### src/rtl/uart_pkg.sv
// Shared types and constants for the UART receive path.
package uart_pkg;

    localparam int unsigned UART_DIV_W  = 20;
    localparam int unsigned UART_DATA_W = 8;

    localparam logic PARITY_EVEN = 1'b0;
    localparam logic PARITY_ODD  = 1'b1;

    typedef enum logic [2:0] {
        IDLE,
        START,
        DATA,
        PARITY,
        STOP,
        BREAK
    } rx_state_e;

    // Divisors below 2 would make the half-bit start delay negative.
    function automatic logic [UART_DIV_W-1:0] eff_div(input logic [UART_DIV_W-1:0] div);
        return (div < UART_DIV_W'(2)) ? UART_DIV_W'(2) : div;
    endfunction

endpackage

### src/rtl/uart_rx_fifo.sv
// Synchronous first-word-fall-through FIFO; read data is forced to 0 while empty.
module uart_rx_fifo #(
    parameter int unsigned DEPTH = 16,
    parameter int unsigned WIDTH = 8
) (
    input  logic             i_clk,
    input  logic             i_rst_n,
    input  logic             i_push,
    input  logic [WIDTH-1:0] i_wdata,
    input  logic             i_pop,
    output logic [WIDTH-1:0] o_rdata,
    output logic             o_full,
    output logic             o_empty
);

    localparam int unsigned PTR_W = $clog2(DEPTH);

    logic [WIDTH-1:0] r_mem [DEPTH];
    logic [PTR_W-1:0] r_wptr;
    logic [PTR_W-1:0] r_rptr;
    logic [PTR_W:0]   r_count;
    logic             w_do_push;
    logic             w_do_pop;

    assign o_empty = (r_count == '0);
    assign o_full  = (r_count == (PTR_W+1)'(DEPTH));
    assign o_rdata = o_empty ? '0 : r_mem[r_rptr];

    // A pop frees a slot in the same cycle, so push is allowed when full and popping.
    assign w_do_pop  = i_pop && !o_empty;
    assign w_do_push = i_push && (!o_full || w_do_pop);

    always_ff @(posedge i_clk) begin
        if (w_do_push) begin
            r_mem[r_wptr] <= i_wdata;
        end
    end

    always_ff @(posedge i_clk or negedge i_rst_n) begin
        if (!i_rst_n) begin
            r_wptr  <= '0;
            r_rptr  <= '0;
            r_count <= '0;
        end else begin
            if (w_do_push) begin
                r_wptr <= r_wptr + 1'b1;
            end
            if (w_do_pop) begin
                r_rptr <= r_rptr + 1'b1;
            end
            case ({w_do_push, w_do_pop})
                2'b10:   r_count <= r_count + 1'b1;
                2'b01:   r_count <= r_count - 1'b1;
                default: r_count <= r_count;
            endcase
        end
    end

endmodule

### src/rtl/uart_rx_peripheral.sv
// UART receiver: line synchronizer, mid-bit sampling FSM with optional parity,
// sticky error flags and an RX FIFO popped by core reads.
module uart_rx_peripheral
    import uart_pkg::*;
#(
    parameter int unsigned FIFO_DEPTH  = 16,
    parameter int unsigned SYNC_STAGES = 2
) (
    input  logic                   i_uart_clk,
    input  logic                   i_uart_rst_n,
    input  logic [UART_DIV_W-1:0]  i_uart_baud_divisor,
    input  logic                   i_uart_parity_en,
    input  logic                   i_uart_parity_type,
    input  logic                   i_uart_rx_sdata,
    input  logic                   i_uart_rx_rden,
    input  logic                   i_uart_err_clr,
    output logic [UART_DATA_W-1:0] o_uart_rx_pdata,
    output logic                   o_uart_rx_empty,
    output logic                   o_uart_rx_full,
    output logic                   o_uart_parity_err,
    output logic                   o_uart_frame_err,
    output logic                   o_uart_overrun,
    output logic                   o_uart_rx_busy
);

    logic [SYNC_STAGES-1:0] r_sync;
    logic                   w_rx_s;

    rx_state_e              r_state, w_state_nxt;
    logic [UART_DIV_W-1:0]  r_cnt, w_cnt_nxt;
    logic [UART_DIV_W-1:0]  r_div, w_div_nxt;
    logic [UART_DIV_W-1:0]  w_div_eff;
    logic [2:0]             r_idx, w_idx_nxt;
    logic [UART_DATA_W-1:0] r_shift, w_shift_nxt;
    logic                   r_par_en, w_par_en_nxt;
    logic                   r_par_type, w_par_type_nxt;
    logic                   r_par_bad, w_par_bad_nxt;
    logic                   r_push, w_push_nxt;
    logic                   w_sample;
    logic                   w_set_par;
    logic                   w_set_frame;
    logic                   w_set_ovr;
    logic                   r_par_err;
    logic                   r_frame_err;
    logic                   r_ovr;
    logic                   w_full;

    always_ff @(posedge i_uart_clk or negedge i_uart_rst_n) begin
        if (!i_uart_rst_n) begin
            r_sync <= '1;
        end else begin
            r_sync <= {r_sync[SYNC_STAGES-2:0], i_uart_rx_sdata};
        end
    end

    assign w_rx_s    = r_sync[SYNC_STAGES-1];
    assign w_div_eff = eff_div(i_uart_baud_divisor);
    assign w_sample  = (r_cnt == '0);

    always_comb begin
        w_state_nxt    = r_state;
        w_cnt_nxt      = r_cnt;
        w_div_nxt      = r_div;
        w_idx_nxt      = r_idx;
        w_shift_nxt    = r_shift;
        w_par_en_nxt   = r_par_en;
        w_par_type_nxt = r_par_type;
        w_par_bad_nxt  = r_par_bad;
        w_push_nxt     = 1'b0;
        w_set_par      = 1'b0;
        w_set_frame    = 1'b0;

        case (r_state)
            IDLE: begin
                // Frame config is frozen here so mid-frame writes cannot corrupt it.
                if (!w_rx_s) begin
                    w_state_nxt    = START;
                    w_div_nxt      = w_div_eff;
                    w_cnt_nxt      = (w_div_eff >> 1) - UART_DIV_W'(1);
                    w_par_en_nxt   = i_uart_parity_en;
                    w_par_type_nxt = i_uart_parity_type;
                    w_par_bad_nxt  = 1'b0;
                end
            end
            START: begin
                if (!w_sample) begin
                    w_cnt_nxt = r_cnt - UART_DIV_W'(1);
                end else if (!w_rx_s) begin
                    w_state_nxt = DATA;
                    w_cnt_nxt   = r_div - UART_DIV_W'(1);
                    w_idx_nxt   = 3'd0;
                end else begin
                    w_state_nxt = IDLE;
                end
            end
            DATA: begin
                if (!w_sample) begin
                    w_cnt_nxt = r_cnt - UART_DIV_W'(1);
                end else begin
                    w_shift_nxt = {w_rx_s, r_shift[UART_DATA_W-1:1]};
                    w_cnt_nxt   = r_div - UART_DIV_W'(1);
                    w_idx_nxt   = r_idx + 3'd1;
                    if (r_idx == 3'd7) begin
                        w_state_nxt = r_par_en ? PARITY : STOP;
                    end
                end
            end
            PARITY: begin
                if (!w_sample) begin
                    w_cnt_nxt = r_cnt - UART_DIV_W'(1);
                end else begin
                    if (w_rx_s != (^r_shift ^ (r_par_type == PARITY_ODD))) begin
                        w_par_bad_nxt = 1'b1;
                        w_set_par     = 1'b1;
                    end
                    w_cnt_nxt   = r_div - UART_DIV_W'(1);
                    w_state_nxt = STOP;
                end
            end
            STOP: begin
                if (!w_sample) begin
                    w_cnt_nxt = r_cnt - UART_DIV_W'(1);
                end else if (w_rx_s) begin
                    w_push_nxt  = !r_par_bad;
                    w_state_nxt = IDLE;
                end else begin
                    w_set_frame = 1'b1;
                    w_state_nxt = BREAK;
                end
            end
            BREAK: begin
                // Hold off until the line recovers so a long break reports one error.
                if (w_rx_s) begin
                    w_state_nxt = IDLE;
                end
            end
            default: begin
                w_state_nxt = IDLE;
            end
        endcase
    end

    always_ff @(posedge i_uart_clk or negedge i_uart_rst_n) begin
        if (!i_uart_rst_n) begin
            r_state    <= IDLE;
            r_cnt      <= '0;
            r_div      <= '0;
            r_idx      <= '0;
            r_shift    <= '0;
            r_par_en   <= 1'b0;
            r_par_type <= PARITY_EVEN;
            r_par_bad  <= 1'b0;
            r_push     <= 1'b0;
        end else begin
            r_state    <= w_state_nxt;
            r_cnt      <= w_cnt_nxt;
            r_div      <= w_div_nxt;
            r_idx      <= w_idx_nxt;
            r_shift    <= w_shift_nxt;
            r_par_en   <= w_par_en_nxt;
            r_par_type <= w_par_type_nxt;
            r_par_bad  <= w_par_bad_nxt;
            r_push     <= w_push_nxt;
        end
    end

    // A simultaneous pop makes room, so only a push into a full, non-popping FIFO is lost.
    assign w_set_ovr = r_push && w_full && !i_uart_rx_rden;

    always_ff @(posedge i_uart_clk or negedge i_uart_rst_n) begin
        if (!i_uart_rst_n) begin
            r_par_err   <= 1'b0;
            r_frame_err <= 1'b0;
            r_ovr       <= 1'b0;
        end else begin
            r_par_err   <= w_set_par   | (r_par_err   & ~i_uart_err_clr);
            r_frame_err <= w_set_frame | (r_frame_err & ~i_uart_err_clr);
            r_ovr       <= w_set_ovr   | (r_ovr       & ~i_uart_err_clr);
        end
    end

    uart_rx_fifo #(
        .DEPTH (FIFO_DEPTH),
        .WIDTH (UART_DATA_W)
    ) u_rx_fifo (
        .i_clk   (i_uart_clk),
        .i_rst_n (i_uart_rst_n),
        .i_push  (r_push),
        .i_wdata (r_shift),
        .i_pop   (i_uart_rx_rden),
        .o_rdata (o_uart_rx_pdata),
        .o_full  (w_full),
        .o_empty (o_uart_rx_empty)
    );

    assign o_uart_rx_full    = w_full;
    assign o_uart_parity_err = r_par_err;
    assign o_uart_frame_err  = r_frame_err;
    assign o_uart_overrun    = r_ovr;
    assign o_uart_rx_busy    = (r_state != IDLE);

endmodule

### config.mk
export PLATFORM = sky130hd
export DESIGN_NAME = uart_rx_peripheral
export DESIGN_NICKNAME = d
export VERILOG_FILES = /design/src/rtl/uart_pkg.sv /design/src/rtl/uart_rx_fifo.sv /design/src/rtl/uart_rx_peripheral.sv
export SDC_FILE = /design/constraint.sdc
export NUM_CORES = 1
export LEC_CHECK = 0
export ABC_AREA = 1
export CAP_MARGIN = 0
export CORE_MARGIN = 5
export CORE_UTILIZATION = 55
export CTS_BUF_LIST = sky130_fd_sc_hd__clkbuf_8 sky130_fd_sc_hd__clkbuf_16
export DETAILED_ROUTE_END_ITERATION = 10
export PLACE_DENSITY = 0.73
export SETUP_SLACK_MARGIN = 0.5
export SLEW_MARGIN = 20
export SYNTH_ARGS = -nofsm -noshare
export SYNTH_HDL_FRONTEND = slang
export SYNTH_HIERARCHICAL = 1
export SYNTH_SLANG_ARGS = --single-unit
### constraint.sdc
create_clock -name i_uart_clk -period 3.43 [get_ports i_uart_clk]
set_clock_uncertainty 0.15 [all_clocks]
set_input_delay 0.343 -clock i_uart_clk [delete_from_list [all_inputs] [get_ports i_uart_clk]]
set_output_delay 0.343 -clock i_uart_clk [all_outputs]
set_load 0.005 [all_outputs]
---- After elaboration in Yosys (flattened, before gate mapping) ----
Memories as Yosys holds them, arrays and structs flattened.
Cells that the tools add are included.
W data, S select, Z words.
storage, ports and cells
  bits in read-only memories .............. 0
  bits in writable memories ............... 128
  memories kept ........................... 1
  bits in registers ....................... 76
  logic and storage cells ................. 120
  input bits .............................. 27
  latch bits .............................. 0
  output and inout port bits .............. 14
operators by class
  multipliers ............................. 0
  magnitude comparators ................... 1
  reductions and logical operators ........ 25
  div/mod/pow operators ................... 0
  equal/unequal tests ..................... 21
  $add $sub $neg .......................... 8
  muxes and demuxes ....................... 39
  bitwise gates (word level) .............. 9
  shifts and indexed selects .............. 0
memories
  name             depth  width  rd ports  clocked after Yosys merged registers in  wr ports  RTL line            RTL
  u_rx_fifo.r_mem  16     8      1         0                                        1         uart_rx_fifo.sv:18  logic [WIDTH-1:0] r_mem [DEPTH];
operators with widths
  cell                     count
  $mux W20                 6
  $pmux W20 S4             1
  $sub A20 B1 Y20 const B  2
  $mux W3                  12
  $logic_not A20 Y1        1
  $lt A20 B2 Y1 const B    1
  $ne A2 B2 Y1 const B     10
  $sub A19 B1 Y20 const B  1
  $pmux W3 S6              1
  $mux W1                  14
  $reduce_and A4 Y1        3
  $pmux W5 S2              1
  $eq A3 B3 Y1 const B     3
  $add A4 B1 Y4 const B    2
  $mux W8                  1
  $reduce_xor A8 Y1        1
  $reduce_and A7 Y1        1
  $eq A3 B2 Y1 const B     2
  $pmux W3 S2              1
  $reduce_bool A2 Y1       3
  $add A5 B1 Y5 const B    1
  $eq A5 B5 Y1 const B     1
  $logic_not A5 Y1         1
  $sub A5 B1 Y5 const B    1
  other kinds (20)         32

---- Longest topological paths before layout ----
Gate-level depths: netlist (run 1).
  depth after elaboration ................. 7
  depth in mapped cells ................... 17
  depth with buffers taken out ............ 17

---- Hierarchy ----
The synthesis (run 1) kept the hierarchy.
modules (own cells, without submodules)
  module              cells each  area an instance (sq um)  times used
  uart_rx_fifo        527         6040.8                    1
  uart_rx_peripheral  727         4723.3                    1

---- Worst setup path before layout (run 1) ----
Ideal clock, no wire load.
  kind .................................... input to register
  start point ............................. input port i_uart_baud_divisor[2]
  end point ............................... register r_cnt[18]
  required time ........................... 3164 ps
  buffers on the path ..................... 0
  data arrival time ....................... 1985 ps
  slack ................................... 1178 ps
  cell stages on the path ................. 17
  path through ............................ inv_1 -> nand2_1 -> nor2_1 -> nand3_1 -> nand2_1 -> inv_1 -> ha_1 -> inv_1 -> nor2_1 -> nand3_1 -> inv_1 -> nand2_1 -> nand2_1 -> o21ai_0 -> nand3_1 -> nand2_1 -> nand2_1
on the way
  cells in the longest elaborated chain, start to end .. 5
ends and longest elaborated chain
  item                    RTL line                   RTL
  start: declaration      uart_rx_peripheral.sv:11   input logic [UART_DIV_W-1:0] i_uart_baud_divisor,
  $lt A20 B2 Y1           uart_pkg.sv:21             return (div < UART_DIV_W'(2)) ? UART_DIV_W'(2) : div;
  $mux W20 (*)            uart_pkg.sv:21
  $sub A19 B1 Y20 (*)     uart_rx_peripheral.sv:79   w_cnt_nxt = (w_div_eff >> 1) - UART_DIV_W'(1);
  $mux W20 (*)            uart_rx_peripheral.sv:76   if (!w_rx_s) begin
  $pmux W20 S4 (*)        uart_rx_peripheral.sv:73   case (r_state)
  end signal: assignment  uart_rx_peripheral.sv:156  r_cnt <= w_cnt_nxt;
  end: declaration        uart_rx_peripheral.sv:30   logic [UART_DIV_W-1:0] r_cnt, w_cnt_nxt;
Every way passes the cells marked *; elsewhere a longest branch is shown, timed or not. The select of a mux whose other input is x is not followed.
A chain may end at the register's enable or synchronous reset.

---- Final worst setup path (run 1) ----
  start point ............................. register u_rx_fifo.r_rptr[0]
  end point ............................... output port o_uart_rx_pdata[7]
on the way
  cells in the longest elaborated chain, start to end .. 2
ends and longest elaborated chain
  item                      RTL line                  RTL
  start: declaration        uart_rx_fifo.sv:20        logic [PTR_W-1:0] r_rptr;
  start signal: assignment  uart_rx_fifo.sv:49        r_rptr <= r_rptr + 1'b1;
  $mem_v2 Z16 W8            --
  $mux W8                   uart_rx_fifo.sv:27        assign o_rdata = o_empty ? '0 : r_mem[r_rptr];
  end: declaration          uart_rx_peripheral.sv:17  output logic [UART_DATA_W-1:0] o_uart_rx_pdata,
No other way between the ends.

==> impl.org, run 1 <==
** Timing
- Tcrit/Tclk final :: 87.9%
- In the post-route analysis, the smallest setup slack over all paths is 0.414 ns.
- Post-route setup TNS :: 0 ns
- Tightest slew margin relative to the limit :: 41.1%
- Fmax achieved :: 0.332 GHz
- Worst hold slack after final layout :: 0.111 ns
- For the pin with the worst max-slew slack, the measured transition is 0.880 ns.
- Subtracting the final worst setup slack from the clock period gives 3.02 ns.
- The number of pins with negative max-slew slack in the final report came to 0.
- Setup repair after global routing could not meet its margin everywhere.
- Setup violations remaining at the end of the flow were counted as 0.
- The final count of hold timing violations came to 0.

** Power and ir drop
- IR analysis of the VDD net gives a maximum drop of 0.463 mV.
- Clock share of power :: 24.1%
- The internal power of the cells totals 5.65 mW.
- PwrDens :: 775 nW/µm²
- The share of total power dissipated in combinational logic is 41.0%.
- Leakage power :: 5.36 nW
- The design draws 9.46 mW.
- Total net switching power :: 3.81 mW
- Sequential Power Share :: 34.9%
- Switching share of total power :: 40.3%

** Synthesis
- Yosys attributes the largest share of cell area to edfxtp_1 (36%), dfrtp_1 (17%), nand2_1 (14%), nand3_1 (8.6%), nor2_1 (4.2%).
- Synth async-reset ratio :: 37.3%
- After synthesis, the netlist uses 44 different library cells.
- Summed over all instances, the cell type with the most area after synthesis is edfxtp_1.
- Among all flip-flop cells after synthesis, the most frequent one is edfxtp_1.
- Post-Synthesis Cell Area :: 10800 µm²
- Sequential element share of the synthesized area :: 53.4%
- The average instance in the mapped netlist occupies 8.58 µm².
- Number of instances in the synthesized netlist :: 1254
- When the netlist entered floorplanning its net count stood at 1295.
- The synthesized design devotes to its leading area cell type 35.7% of total area.
- Yosys warning total :: 6
- After synthesis the netlist holds a flip-flop and latch count of 204.
- Post-synth EDFFs :: 128

** Finish
- Top library cells by usage in the layout, fill and taps aside :: nand2_1 (410), nand3_1 (182), edfxtp_1 (128)
- Number of nets in the final layout :: 1342
- Fraction of layout instances using a drive strength above 1 :: 7.98%
- 0 antenna diodes ended up in the layout.
- The finished cells cover 12200 µm².
- Fill cells in the final layout number 1641.
- After the flow finishes, the layout carries non-filler instances totaling 1581.
- Most common cell after layout, fill and taps aside :: nand2_1
- Growth of design area from synthesis to finish :: 13.4%
- Final design utilization :: 63.1%

** GRT
- Initial antenna violation count :: 0
- The number of global-route vias before repair was 8139.
- Overflow left after global routing :: 0
- For this run, the total global-route usage over all layers was measured as 24.0%.
- Largest net degree at the start of global routing :: 77
- The first global-routing pass estimated 42600 µm of wire.

** Floorplan
- Y dimension of the die :: 150 µm
- In this run the standard cell core region covers 19300 µm².
- The die covers 22500 µm².
- The floorplan has 51 rows.
- Initial Utilization :: 55.7%
- The die is 150 µm wide.
- Top-level port count :: 41

** Setup path
- CP Max Fanout :: 23
- Critical path startpoint category :: register
- Reg2Reg Depth :: 9
- Critical Setup Path Class :: reg2out
- Setup slack of the worst register-to-register path :: 0.83 ns
- Crit end category :: primary output
- Data required time at the worst endpoint :: 2.94 ns
- Critical path arrival :: 2.52 ns

** Place
- Post-detail-place hpwl :: 18000 µm
- Buffers placed on the I/O ports in this run total 40.
- Cell Area, Placed :: 11300 µm²
- Pre-CTS WS :: 0.594 ns
- At the end of routability-driven placement, the weighted congestion stood at 0.944.
- In this run, placement finished with an instance count of 1534.

** Clock tree
- For this design, the sink count on the clock tree is 204.
- Buffers from clock root to sink, at most :: 3
- The tree is rooted in a clkbuf_16.
- Number of H-tree levels :: 1
- TritonCTS clock tree :: built
- The later pin in the worst-skew pair is clocked with a latency of 0.52 ns.
- Number of buffers inserted during clock tree synthesis :: 23
- Clock transition at the registers of the reported paths :: 0.06 ns

** Detailed routing
- After detailed routing, the total wire length is 27000 µm.
- DRT Pass-1 Iters :: 5
- In the final routed layout, each cell accounts on average for 17.1 µm.
- Using the TritonRoute via totals, the vias-per-cell ratio works out to 5.54.
- Number of DRC markers after the initial detailed-route iteration :: 1006
- The count of nets left with antenna violations once routing finished came out at 0.
- Summing over every cut layer, the via total after detailed routing is 8763.
- In the routed design, unresolved DRC markers number 0.

** Hold path
- Hold Crit Depth :: 1
- The min-delay analysis places its worst path in the category in2reg.

** Status
- Run status :: finished clean

** Run
- Max-cap violations in this run came to 0.
==> cell type report <==
cell class	instances	area [µm²]	area share, %
well taps	265	332	2.72
clock inverters	17	124	1.01
clock buffers	23	576	4.72
multi-input cells	913	4410	36.1
inverters	97	375	3.08
repair buffers	62	637	5.22
flip-flops and latches	204	5750	47.1
==> final timing paths <==
kind,start,endpoint
min in group asynchronous,i_uart_rst_n,u_rx_fifo/r_count[0]
min reg2reg,r_sync[0],r_sync[1]
max,u_rx_fifo/r_rptr[0],o_uart_rx_pdata[7]
max in group asynchronous,i_uart_rst_n,u_rx_fifo/r_rptr[0]
max reg2reg,r_cnt[0],r_cnt[3]
min,i_uart_rx_sdata,r_sync[0]
==> power groups by stage <==
stage / Combinational, mW / Clock, mW / Sequential [mW]
4_1_cts: 3.78 / 2.31 / 3.29
3_3_place_gp: 3.53 / 0 / 3.35
2_1_floorplan: 2.78 / 0 / 3.19
6_report: 3.88 / 2.28 / 3.30
3_5_place_dp: 3.61 / 0 / 3.36
5_1_grt: 4.32 / 2.41 / 3.34
==> registers in the layout (all words and copies together) (netlist names) <==
| register | flops |
|---|---|
| u_rx_fifo/r_count | 5 |
| r_cnt | 20 |
| u_rx_fifo/r_mem | 128 |
| u_rx_fifo/r_wptr | 4 |
| r_sync | 2 |
| r_shift | 8 |
| r_idx | 3 |
| r_push | 1 |
| r_div | 20 |
| r_par_bad | 1 |
| r_par_en | 1 |
| u_rx_fifo/r_rptr | 4 |
| r_state | 3 |
| o_uart_parity_err | 1 |
| r_par_type | 1 |
| o_uart_frame_err | 1 |
| o_uart_overrun | 1 |
==> what timing repair did <==
item | in CTS | in global routing
hold endpoints to repair | 74 | 0
hold buffers | 1 | 0
setup buffers | 3 | 1
resized for setup | 16 | 7
setup endpoints to repair | 8 | 5
cloned | 1 | 1
==> cells by family (layout without fill, tap and decap cells) <==
kind of cell    after synthesis  in the layout  synth area share, %
mux                           1              1                0.139
compound gates               87             87                 4.51
simple gates                773            773                 31.2
buf+inv                     137            199                 5.86
fa+ha+maj                    14             14                 1.70
xor+xnor                     38             38                 3.16
flops                       204            204                 53.4
==> per-layer routing <==
layer  vias to the layer above  wire (µm)  global-route usage [%]
li1                       4237          -                       -
met3                        40       2260                    3.73
met4                         0        436                    5.58
met1                      4128      12000                    35.8
met2                       358      12300                    37.1
met5                         -          0                       0
==> worst max-delay path: stages, from the launching register on <==
cell	delay, ns
dfrtp_4	0.52
buf_4	0.30
nand2_1	0.08
nand3_1	0.11
nand3_1	0.12
nand2_1	0.11
nand2_1	0.07
a21oi_2	0.16
clkdlybuf4s50_1	0.53
==> synthesized netlist by cell type (7+ instances only) <==
library cell and count:
a21oi_1 25, buf_2 13, buf_6 10, clkbuf_1 11
dfrtp_1 74, edfxtp_1 128, ha_1 13, inv_1 89
nand2_1 410, nand3_1 184, nand4_1 17, nor2_1 120
nor3_1 7, o21ai_0 45, xor2_1 31
Note: power is estimated with default switching activity, not from simulation.
==> run 2: changes to the inputs <==
--- a/config.mk
+++ b/config.mk
@@ -9,7 +9,6 @@
 export CAP_MARGIN = 0
 export CORE_MARGIN = 5
 export CORE_UTILIZATION = 55
-export CTS_BUF_LIST = sky130_fd_sc_hd__clkbuf_8 sky130_fd_sc_hd__clkbuf_16
 export DETAILED_ROUTE_END_ITERATION = 10
 export PLACE_DENSITY = 0.73
 export SETUP_SLACK_MARGIN = 0.5
==> run 2 against run 1 <==
- design area unchanged
- via count is 0.15% lower
- hold slack better by 0.0012 ns
- first-iteration DRC count shrank 1.9%
- core utilization unchanged
- wire length decreased by 0.26%
- global-route usage did not move
- worst setup slack worse by 0.0038 ns
- critical path type unchanged
- largest cell class unchanged
- highest routed layer unchanged
==> impl.org, run 2 (synthesis gave the netlist of run 1 again) <==
** Setup path
- The worst setup path is launched from a register.
- Maximum single-stage delay on the critical path :: 0.56 ns
- Critical path's top delay family :: buffers and inverters
- Critical Setup Path Class :: reg2out
- Counting both buffers and inverters, the worst setup path holds a total of 3.
- Data required time at the worst endpoint :: 2.94 ns
- Counting stages on the worst path, the most repeated cell is nand2_1.
- CP Max Fanout :: 16
- At the worst endpoint, the arrival time is 2.53 ns.
- The slowest stage of the critical path is the dfrtp_4 cell.
- The signal on the critical path passes through inv_8 -> bufbuf_16 -> nand2_1 -> nand3_1 -> nand3_1 -> nand2_1 -> nand2_1 -> a21oi_2 -> clkdlybuf4s50_1.
- Crit end category :: primary output

** Power and ir drop
- For this design the ratio of total power to cell area is 776 nW/µm².
- Highest ir drop seen on vdd :: 0.463 mV
- Leakage power :: 5.33 nW

** Place
- Final estimated routing congestion in global placement :: 0.944
- Post-detail-place hpwl :: 18000 µm
- In this run the tool buffered the top-level ports with 40 buffer cells.
- After detailed placement, the design holds a cell count of 1534.

** Finish
- Most common cell after layout, fill and taps aside :: nand2_1
- Registers take 5750 µm².
- Summing all multi-input logic gate instances after layout gives 4410 µm².
- Final design utilization :: 63.1%
- The number of antenna diodes in the final layout is 0.
- Number of nets in the final layout :: 1342
- Flip-flop count of the largest register after layout :: 128
- Most flops, register :: u_rx_fifo/r_mem
- The layout has 1641 filler cells.
- Excluding fillers, the count of instances in the completed layout stands at 1581.
- Relative to the synthesized area, the layout overhead comes to 13.4%.
- Biggest registers after layout :: u_rx_fifo/r_mem (128), r_cnt (20), r_div (20)
- Fraction of layout instances using a drive strength above 1 :: 7.98%
- Top library cells by usage in the layout, fill and taps aside :: nand2_1 (410), nand3_1 (182), edfxtp_1 (128)

** Timing
- Minimum period implied by the final worst setup slack :: 3.02 ns
- Post-route setup TNS :: 0 ns
- Setup violations remaining at the end of the flow were counted as 0.
- Count of pins over their slew limit :: 0
- Setup repair after global routing could not meet its margin everywhere.
- For the pin with the worst max-slew slack, the measured transition is 0.864 ns.
- Timing would allow up to 0.331 GHz.
- Tightest slew margin relative to the limit :: 42.2%
- The worst path uses 88.0% of the clock period.
- Final hold violation count :: 0

** Detailed routing
- Highest metal used :: met4
- The detail route stage leaves a number of antenna-violating nets equal to 0.
- The routed design uses 12300 µm of met2 wire.
- The routed layout has 8750 vias.
- The routed design has 26900 µm of wire.
- Dividing the detail-routed wire length by the instance count gives 17.0 µm.
- Total routed wire length on the met1 layer :: 11800 µm
- The first routing iteration left 987 violations.
- DRT Pass-1 Iters :: 6
- Per-cell via count in the routed design :: 5.53
- Remaining routing DRC violations :: 0
- Routed wl met3 :: 2360 µm

** Floorplan
- Once the floorplan was initialized, standard cells occupied 55.7% of the core.
- Die area :: 22500 µm²
- After floorplanning, the core was divided into 51 placement rows.
- Die width :: 150 µm
- Top-level port count :: 41
- Y dimension of the die :: 150 µm
- The core region is 19300 µm².

** GRT
- Initial antenna violation count :: 0
- Overflow left after global routing :: 0
- Combined global-route utilization of all metal layers :: 24.0%
- Largest net degree at the start of global routing :: 77
- Wire length of the first global-routing pass :: 42600 µm
- Number of global-route vias before repair :: 8139

** Status
- Run status :: finished clean

** Clock tree
- TritonCTS created 23 clock buffers.
- For this design, the sink count on the clock tree is 204.
- TritonCTS built the clock tree.
- Cell at the root of the clock tree :: clkbuf_16
- CTS built an H-tree with a depth of 1.
- At the later pin of the worst-skew pair, clock insertion delay measures 0.51 ns.
- The longest clock path from root to sink contains 3 buffers.
- Clock transition at the registers of the reported paths :: 0.06 ns

** Run
- Max-cap violations in this run came to 0.

** Hold path
- Path class of the lowest-slack min-delay path :: in2reg
==> run 2: worst reg2reg max path, delay by kind of cell (launching register included) <==
family / cells / cell delay [ns]
buffers and inverters: 1 / 0.16
AO/OA/AOI/OAI: 3 / 0.57
AND/OR/NAND/NOR: 4 / 0.89
flip-flops: 1 / 0.41
adder cells (fa/ha/maj): 1 / 0.29
==> run 2: path summary, 6_finish.rpt <==
path                                     start                    to  slack, ns  cells past startpoint
setup / recovery           u_rx_fifo/r_rptr[0]    o_uart_rx_pdata[5]       0.41                      9
hold / removal                 i_uart_rx_sdata             r_sync[0]       0.11                      1
min in group asynchronous         i_uart_rst_n  u_rx_fifo/r_count[0]       0.30                      2
hold reg to reg                      r_sync[0]             r_sync[1]       0.21                      0
setup reg to reg                      r_cnt[0]              r_cnt[3]       0.83                      9
max in group asynchronous         i_uart_rst_n   u_rx_fifo/r_rptr[0]       2.27                      2
==> run 2: per-layer routing <==
| layer | up-vias | track usage (%) |
|---|---|---|
| li1 | 4240 | - |
| met1 | 4130 | 35.8 |
| met2 | 344 | 37.1 |
| met3 | 36 | 3.73 |
| met4 | 0 | 5.58 |
| met5 | - | 0 |
==> run 2: layout make-up <==
cell class / count / area share [%]
Inverter: 97 / 3.08
Clock inverter: 9 / 0.769
Sequential cell: 204 / 47.1
Tap cell: 265 / 2.72
Clock buffer: 31 / 4.96
Timing Repair Buffer: 62 / 5.22
Multi-Input combinational cell: 913 / 36.1
==> run 2: what timing repair did <==
action	4_1_cts	5_1_grt
buffers inserted	3	1
hold buffers	1	0
gates cloned	1	1
resized for setup	16	7
hold endpoints to repair	74	0
setup endpoints to repair	8	5
==> run 2: power breakdown <==
group / internal, mW / total, mW / switching, mW / leakage [nW]
Clock: 1.38 / 2.30 / 0.915 / 0.340
Combinational: 1.38 / 3.88 / 2.50 / 2.79
Sequential: 2.91 / 3.30 / 0.388 / 2.20
Total: 5.67 / 9.48 / 3.80 / 5.33
==> run 2: stage by stage <==
stage | power [mW] | hold WS, ns | instance area [µm²] | setup slack (ns)
global placement | 6.89 | 0.197 | 11300 | 0.623
CTS | 9.40 | 0.0866 | 12100 | 0.373
finish | 9.48 | 0.112 | 12200 | 0.411
floorplan | 5.97 | -0.103 | 10800 | 1.18
global route | 10.1 | 0.0959 | 12200 | 0.328
detailed placement | 6.97 | 0.198 | 11300 | 0.594
